File: src/rtl/clk_div_ctrl.sv
// rtl/clk_div_ctrl.sv - programmable clock divider with boundary-safe ratio changes
// Optional feature: CLK_DIV_CTRL_BYPASS_EN (cur_div==0 selects bypass).
module clk_div_ctrl #(
  parameter int W           = 8,
  parameter int DEFAULT_DIV = 50
) (
  input  logic         clk,
  input  logic         reset,
  input  logic         run,
  input  logic         cfg_valid,
  input  logic [W-1:0] cfg_div,
  output logic         cfg_ready,
  output logic         clk_out,
  output logic         tick,
  output logic         busy,
  output logic [W-1:0] cur_div
);

  localparam logic [1:0] STOP = 2'd0;
  localparam logic [1:0] RUN  = 2'd1;
  localparam logic [1:0] PEND = 2'd2;

  logic [1:0]   state;
  logic [W-1:0] cnt;
  logic [W-1:0] pend_div;
  logic [W-1:0] cfg_val;
  logic [W-1:0] last;
  logic         xfer;
  logic         boundary;

  assign cfg_ready = !reset && (state != PEND);
  assign xfer      = cfg_valid && cfg_ready;

`ifdef CLK_DIV_CTRL_BYPASS_EN
  logic bypass;
  assign bypass  = (cur_div == '0);
  assign cfg_val = cfg_div;
`else
  // A zero request means the fastest legal ratio: one cycle per half-period.
  assign cfg_val = (cfg_div == '0) ? W'(1) : cfg_div;
`endif

  assign last     = (cur_div == '0) ? '0 : cur_div - W'(1);
  assign boundary = (cnt == last);

  always_ff @(posedge clk) begin
    if (reset) begin
      state    <= STOP;
      cnt      <= '0;
      clk_out  <= 1'b0;
      tick     <= 1'b0;
      busy     <= 1'b0;
      pend_div <= '0;
      cur_div  <= W'(DEFAULT_DIV);
    end else begin
      tick <= 1'b0;
      if (state == STOP) begin
        cnt     <= '0;
        clk_out <= 1'b0;
        if (xfer) cur_div <= cfg_val;
        if (run) state <= RUN;
      end
`ifdef CLK_DIV_CTRL_BYPASS_EN
      else if (bypass && run) begin
        cnt     <= '0;
        clk_out <= 1'b0;
        tick    <= 1'b1;
        if (state == PEND) begin
          cur_div <= pend_div;
          busy    <= 1'b0;
          state   <= RUN;
        end else if (xfer) begin
          pend_div <= cfg_val;
          busy     <= 1'b1;
          state    <= PEND;
        end
      end
`endif
      else if (!run && !clk_out) begin
        // Stopping during the low phase is always glitch-free.
        state <= STOP;
        cnt   <= '0;
        busy  <= 1'b0;
        if (state == PEND) cur_div <= pend_div;
        else if (xfer)     cur_div <= cfg_val;
      end else if (boundary) begin
        cnt     <= '0;
        clk_out <= ~clk_out;
        tick    <= ~clk_out;
        if (clk_out) begin
          if (state == PEND) begin
            cur_div <= pend_div;
            busy    <= 1'b0;
          end
          if (!run) begin
            state <= STOP;
            if (xfer) cur_div <= cfg_val;
          end else if (xfer) begin
            pend_div <= cfg_val;
            busy     <= 1'b1;
            state    <= PEND;
          end else begin
            state <= RUN;
          end
        end else if (xfer) begin
          pend_div <= cfg_val;
          busy     <= 1'b1;
          state    <= PEND;
        end
      end else begin
        cnt <= cnt + W'(1);
        if (xfer) begin
          pend_div <= cfg_val;
          busy     <= 1'b1;
          state    <= PEND;
        end
      end
    end
  end

endmodule

File: config.mk
export PLATFORM = sky130hd
export DESIGN_NAME = clk_div_ctrl
export DESIGN_NICKNAME = d
export VERILOG_FILES = /design/src/rtl/clk_div_ctrl.sv
export SDC_FILE = /design/constraint.sdc
export NUM_CORES = 1
export LEC_CHECK = 0
export CAP_MARGIN = 40
export CORE_ASPECT_RATIO = 0.5
export CORE_MARGIN = 3
export CORE_UTILIZATION = 42
export DETAILED_ROUTE_END_ITERATION = 8
export PLACE_DENSITY = 0.7
export RECOVER_POWER = 100
export SLEW_MARGIN = 20
export SYNTH_ARGS = -nofsm -noshare
export SYNTH_HDL_FRONTEND = slang
export SYNTH_SLANG_ARGS = --single-unit
File: constraint.sdc
create_clock -name clk -period 3.75 [get_ports clk]
set_input_delay 0.75 -clock clk [delete_from_list [all_inputs] [get_ports clk]]
set_output_delay 0.75 -clock clk [all_outputs]
set_load 0.02 [all_outputs]
---- Word-level counts from Yosys, hierarchy flattened ----
Index checks and enable logic that the tools add are counted.
storage, ports and cells
  flip-flop bits (word level) ............. 29
  input bits .............................. 12
  output and inout bits ................... 12
  word-level logic and storage cells ...... 65
operators by class
  add/sub/neg operators ................... 2
  equality and inequality tests ........... 5
  mux-type cells .......................... 30
  bitwise logic cells ..................... 4
  reduce and logical (&&, ||, !) cells .... 17
operators with widths
  kind                                                                 count
  8-bit two-way mux                                                    15
  8-bit logical NOT                                                    2
  2-bit two-way mux                                                    8
  8-bit by 1-bit adder with 8-bit output (second input constant)       1
  8-bit == test                                                        1
  4-bit OR reduction                                                   2
  8-bit by 1-bit subtractor with 8-bit output (second input constant)  1
  1-bit two-way mux                                                    7
  3-bit nonzero test                                                   2
  2-bit != test (second input constant)                                2
  1-bit NOT                                                            4
  2-bit AND reduction                                                  2
  1-bit logical AND                                                    3
  1-bit logical NOT                                                    3
  3-bit != test (second input constant)                                1
  3-bit AND reduction                                                  1
  2-bit == test (second input constant)                                1
  2-bit logical NOT                                                    1
  2-bit OR reduction                                                   1

---- Longest topological paths before layout ----
Gate-level depths: netlist of the first run.
  depth after elaboration ................. 9
  depth in mapped cells ................... 11
  mapped depth without buffers ............ 9

---- Worst setup path after synthesis of the first run ----
OpenSTA, ideal clock, no wires.
  path kind ............................... flip-flop to flip-flop
  start point ............................. reg cur_div[0]
  end point ............................... reg pend_div[1]
  library setup time ...................... 121 ps
  arrival time ............................ 2715 ps
  required time ........................... 3629 ps
  path slack .............................. 914 ps
  stages on the path, launching flop included .. 10
  buffers on the path ..................... 1
  clock period less this slack ............ 2836 ps
  cells stage by stage .................... dfxtp_1 -> inv_1 -> ha_1 -> clkbuf_1 -> or3b_2 -> or4_1 -> a32oi_2 -> nand4_2 -> nand2_4 -> mux2_2
on the way
  word-level cells in the longest chain between the ends .. 5
  elaborated cells between the ends (all ways) .. 7
  classes of those cells .................. add/sub: 1; eq/ne: 2; mux: 2; reduce/logical: 2
RTL lines
  what                                                                                     line  RTL
  start, declared                                                                          16    output logic [W-1:0] cur_div
  start signal, assigned                                                                   54    cur_div <= W'(DEFAULT_DIV);
  start signal, assigned                                                                   60    if (xfer) cur_div <= cfg_val;
  start signal, assigned                                                                   84    if (state == PEND) cur_div <= pend_div;
  8-bit by 1-bit subtractor with 8-bit output / 8-bit logical NOT (equally long branches)  43    assign last = (cur_div == '0) ? '0 : cur_div - W'(1);
  8-bit two-way mux *                                                                      43
  8-bit == test *                                                                          44    assign boundary = (cnt == last);
  3-bit != test (no source line)                                                           -
  3-bit AND reduction (no source line)                                                     -
  end signal, assigned                                                                     99    pend_div <= cfg_val;
  end signal, assigned                                                                     106   pend_div <= cfg_val;
  end signal, assigned                                                                     113   pend_div <= cfg_val;
  end, declared                                                                            25    logic [W-1:0] pend_div;
Mark *: on every way between the ends. The rest lies on a longest branch, timed or not.
A chain may end at the register's enable or synchronous reset.

---- Worst setup path in the final report of the first run ----
  start point ............................. reg cur_div[0]
  end point ............................... reg cur_div[0]
on the way
  word-level cells in the longest chain between the ends .. 7
  elaborated cells between the ends (all ways) .. 15
  classes of those cells .................. add/sub: 1; eq/ne: 1; mux: 10; reduce/logical: 3
RTL lines
  what
  branches (longest 7 deep; another with 8-bit by 1-bit subtractor with 8-bit output)
Several ways; the timed one is not identified. The select of a mux whose other input is x is not followed.

==> results of run 1 <==
-- per-stage QoR --
stage	setup WS, ns	area [sq um]	utilization	cells
6_report	0.5506	2278	0.5472	321
3_3_place_gp	0.9092	2187	0.5252	313
4_1_cts	0.7735	2307	0.5541	321
2_1_floorplan	0.9139	1949	-	250
5_1_grt	0.3496	2278	0.5472	321
3_5_place_dp	0.8014	2187	0.5252	313
-- power by group through the flow --
stage	clock [uW]	combinational (uW)	sequential [uW]
CTS	345	165	344
floorplan	0	111	347
finish	340	160	345
global placement	0	162	350
detailed placement	0	164	351
global route	363	175	347
-- cell usage in the layout (no fill, tap or decap), drive strengths merged, types with 4 or more instances in the layout --
master / Yosys / final
dfxtp: 29 / 29
nand2: 27 / 27
nor2: 26 / 26
a21oi: 26 / 26
dlygate4sd3: 0 / 12
nand3: 11 / 11
o21ai: 11 / 11
clkdlybuf4s50: 0 / 11
nor2b: 10 / 10
nor3: 10 / 10
mux2i: 8 / 8
xor2: 8 / 8
mux2: 7 / 7
inv: 6 / 6
clkbuf: 14 / 6
xnor2: 5 / 5
nand4: 5 / 5
and3: 5 / 5
nand2b: 4 / 4
o211a: 4 / 4
buf: 4 / 4
-- state kept, by name, indices dropped and copies added (netlist names) --
name,count
cur_div,8
tick,1
cnt,8
clk_out,1
pend_div,8
state,2
busy,1
-- worst register-to-register path, cell delays in order, from the launching register on --
cell and delay [ns]:
dfxtp_1 0.38, inv_1 0.12, ha_1 0.34, or3b_2 0.50, or4_1 0.42, a32oi_1 0.29, nand4_1 0.48, nand2_1 0.37
mux2i_1 0.23
-- metal layers --
| metal | vias to the layer above | global-route usage |
|---|---|---|
| met1 | 874 | 0.2571 |
| met3 | 10 | 0.06339 |
| met4 | 0 | 0.05664 |
| li1 | 918 | - |
| met2 | 75 | 0.3172 |
| met5 | - | 0 |
-- kinds of logic after synthesis --
family / synth area share
flip-flops: 0.2978
AO/OA/AOI/OAI: 0.1951
multiplexers: 0.08151
AND/OR/NAND/NOR: 0.2850
buffers and inverters: 0.05776
XOR/XNOR: 0.06996
adder cells (fa/ha/maj): 0.01283
-- area by class of cell --
cell class	instances	area, sq um
inverter	6	22.52
timing repair buffer	27	260.3
sequential	29	580.6
tap	54	67.56
multi-input combinational	197	1227
clock inverter	2	37.54
clock buffer	6	82.58
fill	395	1886
-- worst max path at each step --
stage | from | slack [ns] | cells past startpoint | end
after detailed placement | cur_div[0] | 0.80 | 8 | cur_div[0]
after global placement | cur_div[0] | 0.91 | 8 | cur_div[1]
final | cur_div[0] | 0.55 | 8 | cur_div[0]
after CTS | cur_div[0] | 0.77 | 8 | cur_div[0]
after global routing | cur_div[1] | 0.35 | 8 | cur_div[0]
after floorplan | cur_div[0] | 0.91 | 9 | pend_div[1]
==> results.md, run 1 <==
- Status: completed
- Drt via density: 5.847
- Starting DRT DRC Count: 178
- DRC Markers: 0
- Total power: 844.8 uW
- Net Count, Synth: 264
- Worst Setup Path Type: flop to flop
- Seq/Total Area, Yosys: 0.2978
- P_sw: 235.9 uW
- CTS Buf Count: 5
- Port buffer count: 23
- Hold Path End: cnt[0]
- First-pass GRT wire length: 8.383 mm
- WL per Instance: 15.68 microns
- Worst path slowest cell: or3b_2
- Global Route Usage Sum: 0.1976
- Net Sw Frac: 0.2793
- CP Cell Sequence: inv_1 -> ha_1 -> or3b_2 -> or4_1 -> a32oi_1 -> nand4_1 -> nand2_1 -> mux2i_1
- Later-pin clock latency in the skew report: 0.28 ns
- Synth warn: 0
- Met2 WL: 2.144 mm
- Clock root cell: clkbuf_8
- Horiz. Die Dim: 102.3 microns
- Synth area leaders: dfxtp_1, a21oi_1, nand2_1, nor2_1, mux2i_1
- RSZ-0062 raised after global routing: false
- Initial core utilization: 0.4681
- HP Class: flop to flop
- Initial antenna violation count: 0
- Critical path buffer and inverter count: 1
- Unique masters post-synth: 49
- RR Startpoint: cur_div[0]
- M1 WL: 2.477 mm
- Final GP Congestion: 0.9103
- Ys flop type: dfxtp_1
- Worst-path maximum fanout: 13
- Setup TNS Final: 0 ns
- CTS tree: yes
- Post-synth top area cell: dfxtp_1
- Hold Path Stages: 1
- Clock sink count: 29
- Row count: 16
- Int Pwr: 608.9 uW
- Worst-margin pin slew: 0.6898 ns
- N_diodes: 0
- CP top delay family: simple AND/OR/NAND/NOR gates
- Post-CTS resize count: 0
- Flop pwr share: 0.408
- Met3 WL: 338 microns
- Postcts setup bufs: 0
- Tcrit/Tclk final: 0.8532
- Crit end category: flop
- Leakage power: 0.0009324 uW
- Max-cap viol count: 0
- Post-route ant nets: 0
- CTS Hold Bufs: 0
- CP Data Arrival Time: 3.41 ns
- Top post-synthesis cells by count: dfxtp_1, a21oi_1, nand2_1, nor2_1, clkbuf_1
- Clock slew at reported path FFs: 0.07 ns
- Layout cells sized above 1: 0.07865
- Fmax: 312.6 MHz
- Total core area: 0.004164 sq mm
- Top Layer Used: met4
- Router iterations before antenna repair: 4
- Synth Instances: 250
- Clock network fraction of total power: 0.402
- Area of the die: 0.005545 sq mm
- Yosys reg bits: 29
- Die H: 54.18 microns
- Post-synth ARST share: 0
- Slew Limit Fails: 0
- Reg2reg setup slack: 0.55 ns
- Worst Reg-to-Reg Cells: 8
- Worst Path Required: 3.96 ns
- Hpwl dp: 3.637 mm
- Final net count: 280
- Minimum clock period after layout: 3.199 ns
- Final hold slack: 0.5162 ns
- P per Cell Area: 370.8 mW/mm^2
- Vias in the first global route: 1792
- Total grt overflow: 0
- Syn avg cell area: 7.797 sq um
- Hold Startpoint: cnt[0]
- Largest stage delay, worst path: 0.50 ns
- Combinational power share: 0.190
- Final setup viols: 0
- Io pins: 24
- VDD IR max: 0.1973 mV
- Critical Path Source Type: flop
- Vias: 1877
- Top-count cell post-synth: dfxtp_1
- Area growth from synthesis to layout: 16.88%
- R2R Path End: cur_div[0]
- Synthesized area: 0.001949 sq mm
- Post-synth EDFFs: 0
- Slew margin rel.: 0.5359
- Routed WL: 5.033 mm
- Worst Skew: 0.01240 ns
- Longest Clk Path Bufs: 2
- Post-synth top area share: 0.2978
- Largest net degree at the start of global routing: 20
- # H-tree levels: 2
- Final hold vios: 0
(Power assumes the default switching activity.)
==> run 2, diff against run 1 <==
Settings changed: RECOVER_POWER 100 to 50.
==> results.md, run 2 (same netlist as run 1, synthesis figures left out) <==
- Initial core utilization: 0.4681
- Final hold slack: 0.5149 ns
- Worst Reg-to-Reg Cells: 8
- Layout cells sized above 1: 0.08614
- Worst Skew: 0.01303 ns
- Leakage power: 0.0009343 uW
- Setup TNS Final: 0 ns
- CP Data Arrival Time: 3.38 ns
- R2R Path End: cur_div[0]
- Hold Path Stages: 1
- Slew margin rel.: 0.5284
- Final setup viols: 0
- Largest net degree at the start of global routing: 20
- Worst-path maximum fanout: 13
- Total grt overflow: 0
- Hold Startpoint: cnt[0]
- Router iterations before antenna repair: 4
- Global Route Usage Sum: 0.1976
- Final WS setup: 0.5799 ns
- Later-pin clock latency in the skew report: 0.28 ns
- Status: completed
- Clock sink count: 29
- # H-tree levels: 2
- Cell area after placement: 0.002187 sq mm
- Die H: 54.18 microns
- Most frequent cells in the layout: dfxtp_1, nor2_1, nand2_1, a21oi_1, dlygate4sd3_1
- Final hold vios: 0
- HP Class: flop to flop
- Horiz. Die Dim: 102.3 microns
- Vias in the first global route: 1792
- Worst Path Required: 3.96 ns
- VDD IR max: 0.1978 mV
- P per Cell Area: 369.8 mW/mm^2
- Hpwl dp: 3.637 mm
- WL per Instance: 15.72 microns
- Minimum clock period after layout: 3.170 ns
- Setup crit start: cur_div[0]
- Routed WL: 5.046 mm
- Starting DRT DRC Count: 178
- CTS Buf Count: 5
- Post-CTS resize count: 0
- CTS tree: yes
- Vias: 1877
- Placement Setup Slack: 0.8014 ns
- Final GP Congestion: 0.9103
- Hold Path End: cnt[0]
- Port buffer count: 23
- Max-cap viol count: 0
- Slew Limit Fails: 0
- RR Startpoint: cur_div[0]
- DRC Markers: 0
- Clock root cell: clkbuf_8
- Reg2reg setup slack: 0.58 ns
- Total core area: 0.004164 sq mm
- Area growth from synthesis to layout: 17.65%
- Io pins: 24
- Area of the die: 0.005545 sq mm
- RSZ-0062 raised after global routing: false
- Critical Path Source Type: flop
- First-pass GRT wire length: 8.383 mm
- Tcrit/Tclk final: 0.8454
- Postcts setup bufs: 0
- Biggest regs: cnt (8), cur_div (8), pend_div (8)
- Longest Clk Path Bufs: 2
- Initial antenna violation count: 0
- Post-route ant nets: 0
- Crit end category: flop
- Worst Setup Path Type: flop to flop
- Drt via density: 5.847
- Fin area: 0.002293 sq mm
- Most common cell after layout, fill and taps aside: dfxtp_1
- CTS Hold Bufs: 0
- Clock slew at reported path FFs: 0.07 ns
- N_diodes: 0
- Fmax: 315.4 MHz
- Final net count: 280
- Row count: 16
- Worst-margin pin slew: 0.7009 ns
- Final core occ: 0.5508
-- run 2: through the flow --
step | instances | power (uW)
2_1_floorplan | 250 | 457.7
3_3_place_gp | 313 | 512.5
3_5_place_dp | 313 | 514.8
4_1_cts | 321 | 854.0
5_1_grt | 321 | 886.7
6_report | 321 | 848.1
-- run 2: how the worst max path moves through the flow --
stage	end	slack, ns	cells after the start
floorplan	pend_div[1]	0.91	9
global placement	cur_div[1]	0.91	8
detailed placement	cur_div[0]	0.80	8
CTS	cur_div[0]	0.77	8
global route	cur_div[0]	0.39	9
finish	cur_div[0]	0.58	8
-- run 2: area by class of cell --
cell class	instances	area [sq um]
fillers	391	1871
multi-input cells	197	1242
flip-flops and latches	29	580.6
repair buffers	27	260.3
clock buffers	6	82.58
well taps	54	67.56
clock inverters	2	37.54
inverters	6	22.52
-- run 2: routing by layer --
| layer | track usage | wire length (microns) | vias to the layer above |
|---|---|---|---|
| met3 | 0.06339 | 404 | 8 |
| li1 | - | - | 919 |
| met5 | 0 | 0 | - |
| met1 | 0.2571 | 2436 | 874 |
| met4 | 0.05664 | 60 | 0 |
| met2 | 0.3172 | 2145 | 76 |
-- run 2: worst max-delay path, cell delays in order, from the launching register on --
cell     delay, ns
dfxtp_1       0.38
inv_1         0.12
ha_1          0.34
or3b_2        0.50
or4_1         0.43
a32oi_2       0.27
nand4_1       0.46
nand2_1       0.36
mux2i_1       0.23
-- run 2: power by group --
| group | internal, uW | total, uW | switching [uW] |
|---|---|---|---|
| Sequential | 320 | 344 | 24.6 |
| Clock | 216 | 342 | 126 |
| Combinational | 73.9 | 162 | 87.9 |
| Total | 610 | 848 | 239 |
